File: src/rtl/dac_spi_slave_if.sv
// SPI link between the Nios SPI master and the DAC emulator.
// The master drives clock, select and MOSI; the DAC side drives MISO and its enable.
interface dac_spi_slave_if;
  logic spi_SCLK;
  logic spi_SS_n;
  logic spi_MOSI;
  logic spi_MISO;
  logic spi_MISO_oe;

  modport master (
    output spi_SCLK,
    output spi_SS_n,
    output spi_MOSI,
    input  spi_MISO,
    input  spi_MISO_oe
  );

  modport slave (
    input  spi_SCLK,
    input  spi_SS_n,
    input  spi_MOSI,
    output spi_MISO,
    output spi_MISO_oe
  );
endinterface

File: src/rtl/dac_spi_slave.sv
// SPI mode-0 DAC emulator: 24-bit {cmd, addr, data} frames into per-channel input
// registers, LDAC copy to output registers, and readback on MISO in the next frame.
module dac_spi_slave #(
  parameter int NUM_CH = 8,
  parameter int DATA_W = 16
) (
  input  logic                     clk_clk,
  input  logic                     reset_reset_n,
  dac_spi_slave_if.slave           spi,
  input  logic                     ldac_n,
  output logic [NUM_CH*DATA_W-1:0] dac_val,
  output logic                     dac_upd,
  output logic                     frame_err
);

  localparam int IDX_W = (NUM_CH > 1) ? $clog2(NUM_CH) : 1;

  typedef enum logic [1:0] {
    ST_IDLE   = 2'd0,
    ST_SHIFT  = 2'd1,
    ST_COMMIT = 2'd2
  } state_t;

  logic [1:0] rst_q, rst_d;
  logic       rst_int_n;

  // [0],[1] form the synchronizer, [2] is the delayed copy used for edge detection
  logic [2:0] sclk_q, sclk_d;
  logic [2:0] ss_q, ss_d;
  logic [2:0] mosi_q, mosi_d;
  logic [2:0] ldac_q, ldac_d;

  state_t                          state_q, state_d;
  logic [4:0]                      bit_cnt_q, bit_cnt_d;
  logic [23:0]                     rx_sr_q, rx_sr_d;
  logic [23:0]                     tx_sr_q, tx_sr_d;
  logic                            pend_q, pend_d;
  logic [NUM_CH-1:0][DATA_W-1:0]   in_q, in_d;
  logic [NUM_CH-1:0][DATA_W-1:0]   out_q, out_d;
  logic                            upd_q, upd_d;
  logic                            err_q, err_d;
  logic                            miso_q, miso_d;
  logic                            oe_q, oe_d;

  logic              sclk_rise_s, sclk_fall_s, ss_fall_s, ss_rise_s, ldac_fall_s;
  logic [1:0]        cmd_s;
  logic [5:0]        addr_s;
  logic [DATA_W-1:0] data_s;
  logic [IDX_W-1:0]  ch_idx_s;
  logic              frame_ok_s;

  // Reset synchronizer next-state: shift in ones once reset is released
  always_comb begin
    rst_d = {rst_q[0], 1'b1};
  end

  // Reset synchronizer register: asserts asynchronously, releases on the clock
  always_ff @(posedge clk_clk or negedge reset_reset_n) begin
    if (!reset_reset_n) begin
      rst_q <= 2'b00;
    end else begin
      rst_q <= rst_d;
    end
  end

  assign rst_int_n = rst_q[1];

  // Input synchronizer chains and edge detectors
  always_comb begin
    sclk_d      = {sclk_q[1:0], spi.spi_SCLK};
    ss_d        = {ss_q[1:0],   spi.spi_SS_n};
    mosi_d      = {mosi_q[1:0], spi.spi_MOSI};
    ldac_d      = {ldac_q[1:0], ldac_n};
    sclk_rise_s =  sclk_q[1] & ~sclk_q[2];
    sclk_fall_s = ~sclk_q[1] &  sclk_q[2];
    ss_fall_s   = ~ss_q[1]   &  ss_q[2];
    ss_rise_s   =  ss_q[1]   & ~ss_q[2];
    ldac_fall_s = ~ldac_q[1] &  ldac_q[2];
  end

  // Frame field decode and validity
  always_comb begin
    cmd_s      = rx_sr_q[23:22];
    addr_s     = rx_sr_q[21:16];
    data_s     = rx_sr_q[DATA_W-1:0];
    ch_idx_s   = addr_s[IDX_W-1:0];
    frame_ok_s = (bit_cnt_q == 5'd24) && ({1'b0, addr_s} < 7'(NUM_CH));
  end

  // FSM next-state, shift registers, register file updates and output pulses
  always_comb begin
    state_d   = state_q;
    bit_cnt_d = bit_cnt_q;
    rx_sr_d   = rx_sr_q;
    tx_sr_d   = tx_sr_q;
    pend_d    = pend_q;
    in_d      = in_q;
    out_d     = out_q;
    upd_d     = 1'b0;
    err_d     = 1'b0;
    miso_d    = 1'b0;
    oe_d      = ~ss_q[1];

    case (state_q)
      ST_IDLE: begin
        if (ss_fall_s) begin
          state_d   = ST_SHIFT;
          bit_cnt_d = 5'd0;
        end else begin
          state_d   = ST_IDLE;
        end
      end
      ST_SHIFT: begin
        if (sclk_rise_s) begin
          rx_sr_d   = {rx_sr_q[22:0], mosi_q[1]};
          bit_cnt_d = (bit_cnt_q == 5'd31) ? bit_cnt_q : bit_cnt_q + 5'd1;
        end else begin
          rx_sr_d   = rx_sr_q;
        end
        if (sclk_fall_s && pend_q) begin
          tx_sr_d = {tx_sr_q[22:0], 1'b0};
        end else begin
          tx_sr_d = tx_sr_q;
        end
        if (ss_rise_s) begin
          state_d = ST_COMMIT;
        end else begin
          state_d = ST_SHIFT;
        end
      end
      ST_COMMIT: begin
        state_d = ST_IDLE;
        pend_d  = 1'b0;
        if (frame_ok_s) begin
          case (cmd_s)
            2'b01: in_d[ch_idx_s] = data_s;
            2'b10: begin
              tx_sr_d = {2'b10, addr_s, in_q[ch_idx_s]};
              pend_d  = 1'b1;
            end
            2'b11: in_d[ch_idx_s] = data_s;
            default: pend_d = 1'b0;
          endcase
        end else begin
          err_d = 1'b1;
        end
      end
      default: state_d = ST_IDLE;
    endcase

    // LDAC copies pre-commit inputs; a same-cycle cmd 11 then wins for its own channel
    if (ldac_fall_s) begin
      out_d = in_q;
      upd_d = 1'b1;
    end else begin
      out_d = out_q;
    end
    if ((state_q == ST_COMMIT) && frame_ok_s && (cmd_s == 2'b11)) begin
      out_d[ch_idx_s] = data_s;
      upd_d           = 1'b1;
    end else begin
      upd_d = upd_d;
    end

    if ((state_d == ST_SHIFT) && pend_q) begin
      miso_d = tx_sr_d[23];
    end else begin
      miso_d = 1'b0;
    end
  end

  // Synchronizers, FSM state, shift registers, register file and outputs
  always_ff @(posedge clk_clk or negedge rst_int_n) begin
    if (!rst_int_n) begin
      sclk_q    <= 3'b000;
      ss_q      <= 3'b111;
      mosi_q    <= 3'b000;
      ldac_q    <= 3'b111;
      state_q   <= ST_IDLE;
      bit_cnt_q <= 5'd0;
      rx_sr_q   <= 24'd0;
      tx_sr_q   <= 24'd0;
      pend_q    <= 1'b0;
      in_q      <= '0;
      out_q     <= '0;
      upd_q     <= 1'b0;
      err_q     <= 1'b0;
      miso_q    <= 1'b0;
      oe_q      <= 1'b0;
    end else begin
      sclk_q    <= sclk_d;
      ss_q      <= ss_d;
      mosi_q    <= mosi_d;
      ldac_q    <= ldac_d;
      state_q   <= state_d;
      bit_cnt_q <= bit_cnt_d;
      rx_sr_q   <= rx_sr_d;
      tx_sr_q   <= tx_sr_d;
      pend_q    <= pend_d;
      in_q      <= in_d;
      out_q     <= out_d;
      upd_q     <= upd_d;
      err_q     <= err_d;
      miso_q    <= miso_d;
      oe_q      <= oe_d;
    end
  end

  assign dac_val         = out_q;
  assign dac_upd         = upd_q;
  assign frame_err       = err_q;
  assign spi.spi_MISO    = miso_q;
  assign spi.spi_MISO_oe = oe_q;

endmodule

File: src/flat_wrapper.sv
// flat-port wrapper written by rule: the top's interface ports become plain ports
module dac_spi_slave_flat 
#(
  parameter int NUM_CH = 8,
  parameter int DATA_W = 16
)
  (clk_clk, reset_reset_n, ldac_n, dac_val, dac_upd, frame_err, spi_spi_SCLK, spi_spi_SS_n, spi_spi_MOSI, spi_spi_MISO, spi_spi_MISO_oe);
  dac_spi_slave_if spi_i ();
  input  logic clk_clk;
  input  logic reset_reset_n;
  input  logic ldac_n;
  output logic [NUM_CH*DATA_W-1:0] dac_val;
  output logic dac_upd;
  output logic frame_err;
  input wire logic [$bits(spi_i.spi_SCLK)-1:0] spi_spi_SCLK;
  input wire logic [$bits(spi_i.spi_SS_n)-1:0] spi_spi_SS_n;
  input wire logic [$bits(spi_i.spi_MOSI)-1:0] spi_spi_MOSI;
  output wire logic [$bits(spi_i.spi_MISO)-1:0] spi_spi_MISO;
  output wire logic [$bits(spi_i.spi_MISO_oe)-1:0] spi_spi_MISO_oe;
  assign spi_i.spi_SCLK = spi_spi_SCLK;
  assign spi_i.spi_SS_n = spi_spi_SS_n;
  assign spi_i.spi_MOSI = spi_spi_MOSI;
  assign spi_spi_MISO = spi_i.spi_MISO;
  assign spi_spi_MISO_oe = spi_i.spi_MISO_oe;
  dac_spi_slave #(.NUM_CH(NUM_CH), .DATA_W(DATA_W)) u_core (.clk_clk(clk_clk), .reset_reset_n(reset_reset_n), .spi(spi_i), .ldac_n(ldac_n), .dac_val(dac_val), .dac_upd(dac_upd), .frame_err(frame_err));
endmodule
File: config.mk
export PLATFORM = sky130hd
export DESIGN_NAME = dac_spi_slave_flat
export DESIGN_NICKNAME = d
export VERILOG_FILES = /design/src/rtl/dac_spi_slave_if.sv /design/src/rtl/dac_spi_slave.sv /design/src/flat_wrapper.sv
export SDC_FILE = /design/constraint.sdc
export NUM_CORES = 1
export LEC_CHECK = 0
export CAP_MARGIN = 20
export CORE_ASPECT_RATIO = 0.9
export CORE_MARGIN = 2
export CORE_UTILIZATION = 50
export CTS_BUF_LIST = sky130_fd_sc_hd__clkbuf_4
export CTS_CLUSTER_DIAMETER = 120
export DETAILED_ROUTE_END_ITERATION = 10
export GPL_TIMING_DRIVEN = 0
export HOLD_SLACK_MARGIN = 0.15
export PLACE_DENSITY = 0.71
export RECOVER_POWER = 50
export SLEW_MARGIN = 0
export SYNTH_ARGS = -nofsm -noshare
export SYNTH_HDL_FRONTEND = slang
export SYNTH_SLANG_ARGS = --single-unit
File: constraint.sdc
create_clock -name clk_clk -period 18.3 [get_ports clk_clk]
set_input_delay 1.83 -clock clk_clk [delete_from_list [all_inputs] [get_ports clk_clk]]
set_output_delay 1.83 -clock clk_clk [all_outputs]
set_load 0.02 [all_outputs]
Word level (Yosys, flattened, before mapping) --
Cells that the tools add are included.
Storage, ports and cells: bits in registers 329, input port bits 6, output and inout port bits 132, word-level logic and storage cells 99
Operators by class: add/subtract/negate cells 1, $lt $le $gt $ge 3, eq/ne operators 14, mux-type cells 26, bitwise gates (word level) 10, reduce and logical (&&, ||, !) cells 14
Operators by type and width (count):
- bitwise mux 128 bit | 2
- 2-to-1 mux 128 bit | 2
- 2-to-1 mux 24 bit | 3
- binary-select mux 16 bit (select 3 bit) | 1
- demux 16 bit (select 3 bit) | 1
- one-hot mux 24 bit (2 select lines) | 1
- 2-to-1 mux 16 bit | 2
- 2-to-1 mux 5 bit | 3
- == test 5 bit (second input constant) | 2
- one-hot mux 5 bit (2 select lines) | 1
- 2-to-1 mux 1 bit | 8
- != test 2 x 1 -> 1 bit (second input constant) | 4
- AND reduction 4 bit | 2
- == test 2 x 1 -> 1 bit (second input constant) | 3
- == test 2 bit (second input constant) | 3
- logical AND 1 bit | 6
- less-than comparator 6 x 4 -> 1 bit (second input constant) | 1
- adder 5 x 1 -> 5 bit (second input constant) | 1
- bitwise AND 1 bit | 5
- NOT 1 bit | 5
- less-than comparator 3 x 4 -> 1 bit (second input constant) | 1
- != test 2 bit (second input constant) | 2
- one-hot mux 2 bit (2 select lines) | 1
- nonzero test 2 bit | 2
- 6 further kinds | 6

Logic depth before layout (Yosys ltp) --
word-level depth 7, mapped depth 8, mapped depth without buffers 7

Worst setup path after synthesis --
Ideal clock, no wire load.
kind flip-flop to output port, from register u_core.out_q (netlist bit u_core.dac_val[0]), to output port dac_val[0], arrival 425 ps, required time 16470 ps, slack 16045 ps, cell stages (with the launch flop) 1, path buffers 0, path through dfrtp_1
RTL lines:
- start, declared | RTL line dac_spi_slave.sv:39 | logic [NUM_CH-1:0][DATA_W-1:0] out_q, out_d;
- start signal, assigned | RTL line dac_spi_slave.sv:201 | out_q <= out_d;
- end, declared | RTL line flat_wrapper.sv:12 | output logic [NUM_CH*DATA_W-1:0] dac_val;
No word-level cell between the ends.

==> results_dict.tcl <==
set metrics [dict create \
    grt_pass1_vias 10700 \
    cts-resized-gates 0 \
    hold_path.class "flip-flop to flip-flop" \
    synth_cell_types 55 \
    syn_to_final_growth_pct 19.7 \
    synth.area.top_cells "dfrtp_1 (53%), mux2_2 (13%), mux2i_1 (5.5%)" \
    antenna_found_initial 2 \
    maxSlewViolCount 319 \
    rows 60 \
    setup_viol 0 \
    clock_latency_ns 0.75 \
    top_usage_layer "met2" \
    tightest_slew_ns 3.74 \
    ctsHoldBuffers 0 \
    grt_overflow 0 \
    grt_util_met3_pct 7.09 \
    clock_path_buffers 3 \
    leakage_nw 8.95 \
    synth_top_area_share_pct 53.0 \
    synth_top_flop_cell "dfrtp_1" \
    grt_max_degree 70 \
    syn_inst 1102 \
    post-route-drc-count 0 \
    final_hold_viol_count 0 \
    worst_ep_arrival_time_ns 6.71 \
    placed_area_mm2 0.0173 \
    finalCritPeriodShare_pct 36.7 \
    num_vias 10300 \
    synthMostInstantiatedCell "dfrtp_1" \
    critPathCaptureType "asynchronous set/reset pin" \
    rsz0062_at_grt "no" \
    layout-drive-gt1-share_pct 30.6 \
    cts_root_buf "clkbuf_4" \
    grtUsageTotal_pct 28.0 \
    die_h_um 170 \
    portBuffers 137 \
    gp_congestion 0.865 \
    cts_tree "yes" \
    cts_inserted_buffers 87 \
    clk_pin_slew_ns 0.07 \
    hpwl_um 29100 \
    drt_iter0_drc 765 \
    cts-htree-levels 3 \
    nets 1347 \
    drt-total-wl_um 43500 \
    met2_usage_pct 43.0 \
    ys_seq_elements 329 \
    first_pass_iters 6 \
    maxCapViolations 6 \
    synthArstFlopShare_pct 100 \
    startpoint_type "flip-flop" \
    ys_seq_area_share_pct 54.0 \
    core_area_mm2 0.0300 \
    synthesis.nets 1114 \
    grt_pass1_wl_um 66200 \
    fin_area_mm2 0.0183 \
    avgSynthCellArea_um2 13.8 \
    synth_area_mm2 0.0153 \
    num-fill-cells 2427 \
    powerDensity_mw_per_mm2 83.4 \
    skew_ns 0.0511 \
    grtUsageMet1_pct 38.2 \
    finalSetupTns_ns 0 \
    post-synth-top-area-cell "dfrtp_1" \
    synth_warnings 0 \
    synth_commonest_cells "dfrtp_1 (323), mux2_2 (170), mux2i_1 (84), mux2_1 (72), a21oi_1 (68)" \
    post_cts_buffers 0 \
    synth_edf_count 0 \
    die_area_mm2 0.0319 \
    slew_headroom_pct -149 \
    crit_type "flip-flop to asynchronous set/reset pin" \
    ios 138 \
    status "complete, but fails checks" \
    ant_nets 0 \
    crit_fanout 69 \
    cts_sinks 329 \
    start_util_pct 50.9 \
    fmax_mhz 149 \
    violations "max-capacitance violations, max-slew violations" \
    required_ns 18.28 \
    die-width_um 188 \
    period_needed_ns 6.72 \
    ir_drop_v 0.0000545 \
    avgViaCountPerCell 5.74 \
    routedWlPerCell_um 24.1 \
]
==> power by group <==
group | internal (W) | leakage (nW) | switching, W | total [W]
combinational | 0.0000339 | 3.74 | 0.0000859 | 0.000120
clock | 0.000347 | 0.664 | 0.000303 | 0.000651
sequential | 0.000740 | 4.55 | 0.0000125 | 0.000753
total | 0.00112 | 8.95 | 0.000402 | 0.00152
==> routing by layer <==
| layer | wire [um] | part of all wire [%] | up-vias |
|---|---|---|---|
| met2 | 20000 | 46 | 385 |
| met3 | 3030 | 7.0 | 90 |
| li1 | - | - | 4529 |
| met4 | 1490 | 3.4 | 2 |
| met5 | 13 | 0.030 | - |
| met1 | 19000 | 44 | 5334 |
==> layout by cell type (no fill, tap or decap), drive strengths merged, types with 6 or more instances in the layout <==
master / Yosys / final
nand3b: 7 / 7
a221o: 15 / 15
nor2: 22 / 22
buf: 55 / 52
mux4: 30 / 30
a21oi: 68 / 68
nand2b: 7 / 7
clkbuf: 46 / 191
dfstp: 6 / 6
nand3: 8 / 8
clkinv: 0 / 10
clkdlybuf4s50: 0 / 132
mux2: 282 / 282
nor3: 65 / 65
dfrtp: 323 / 323
nand2: 13 / 13
inv: 13 / 16
ha: 6 / 6
mux2i: 84 / 84
o21ai: 9 / 9
==> per-stage QoR <==
stage          worst slack, ns  cells  total power (W)  hold slack, ns  util [%]
5_1_grt                  10.07   1801          0.00159           0.346      61.0
2_1_floorplan             8.46   1102         0.000847           0.331         -
3_5_place_dp             15.30   1648         0.000891           0.284      57.8
6_report                 11.58   1801          0.00152           0.339      61.0
4_1_cts                  14.63   1799          0.00154           0.291      61.5
3_3_place_gp              4.61   1642         0.000884           0.335      57.2
==> critical path, stage by stage, from the launching register on <==
cell and delay, ns:
dfrtp_1 1.07, clkbuf_1 2.16, clkbuf_1 2.68
==> final timing paths <==
| check | from | endpoint | slack (ns) | depth (start not counted) |
|---|---|---|---|---|
| setup / recovery | u_core.rst_q[1]$_DFF_PN0_ | u_core.rx_sr_q[22]$_DFFE_PN0P_ | 11.58 | 2 |
| hold / removal | u_core.rst_q[0]$_DFF_PN0_ | u_core.rst_q[1]$_DFF_PN0_ | 0.34 | 0 |
| setup reg to reg | u_core.rst_q[1]$_DFF_PN0_ | u_core.rx_sr_q[22]$_DFFE_PN0P_ | 11.58 | 2 |
| hold reg to reg | u_core.rst_q[0]$_DFF_PN0_ | u_core.rst_q[1]$_DFF_PN0_ | 0.34 | 0 |
| max in group clk_clk | u_core.bit_cnt_q[0]$_DFFE_PN0P_ | u_core.in_q[26]$_DFFE_PN0P_ | 14.01 | 7 |
| min in group asynchronous | u_core.rst_q[1]$_DFF_PN0_ | u_core.dac_val[82]$_DFF_PN0_ | 0.45 | 0 |
==> cell families (layout without fill, tap and decap cells) <==
kind of cell | count (synthesis) | count (layout) | synth area share, %
adder cells (fa/ha/maj) | 6 | 6 | 0.492
multiplexers | 396 | 396 | 31.7
buffers and inverters | 114 | 409 | 3.47
other | 1 | 2 | 0.0246
AND/OR/NAND/NOR | 148 | 148 | 5.88
flip-flops | 329 | 329 | 54.0
AO/OA/AOI/OAI | 108 | 108 | 4.39
==> flip-flops by register name, summed over array words and instances (netlist names) <==
register	count
u_core.dac_val	128
u_core.in_q	128
u_core.rx_sr_q	24
u_core.tx_sr_q	24
u_core.bit_cnt_q	5
u_core.ldac_q	3
u_core.sclk_q	3
u_core.ss_q	3
u_core.mosi_q	2
u_core.rst_q	2
u_core.state_q	2
u_core.dac_upd	1
u_core.frame_err	1
u_core.pend_q	1
u_core.spi.spi_MISO	1
u_core.spi.spi_MISO_oe	1
==> cell type report <==
cell class	instances	area [um2]	area share [%]
clock inverter	16	93.8	0.514
multi-input combinational	659	6450	35.3
tap	403	504	2.76
clock buffer	135	1010	5.55
antenna	1	2.50	0.0137
inverter	13	48.8	0.267
sequential	329	8240	45.1
buffer	101	474	2.60
timing repair buffer	144	1430	7.85
Power figures use the tool's default switching activity.
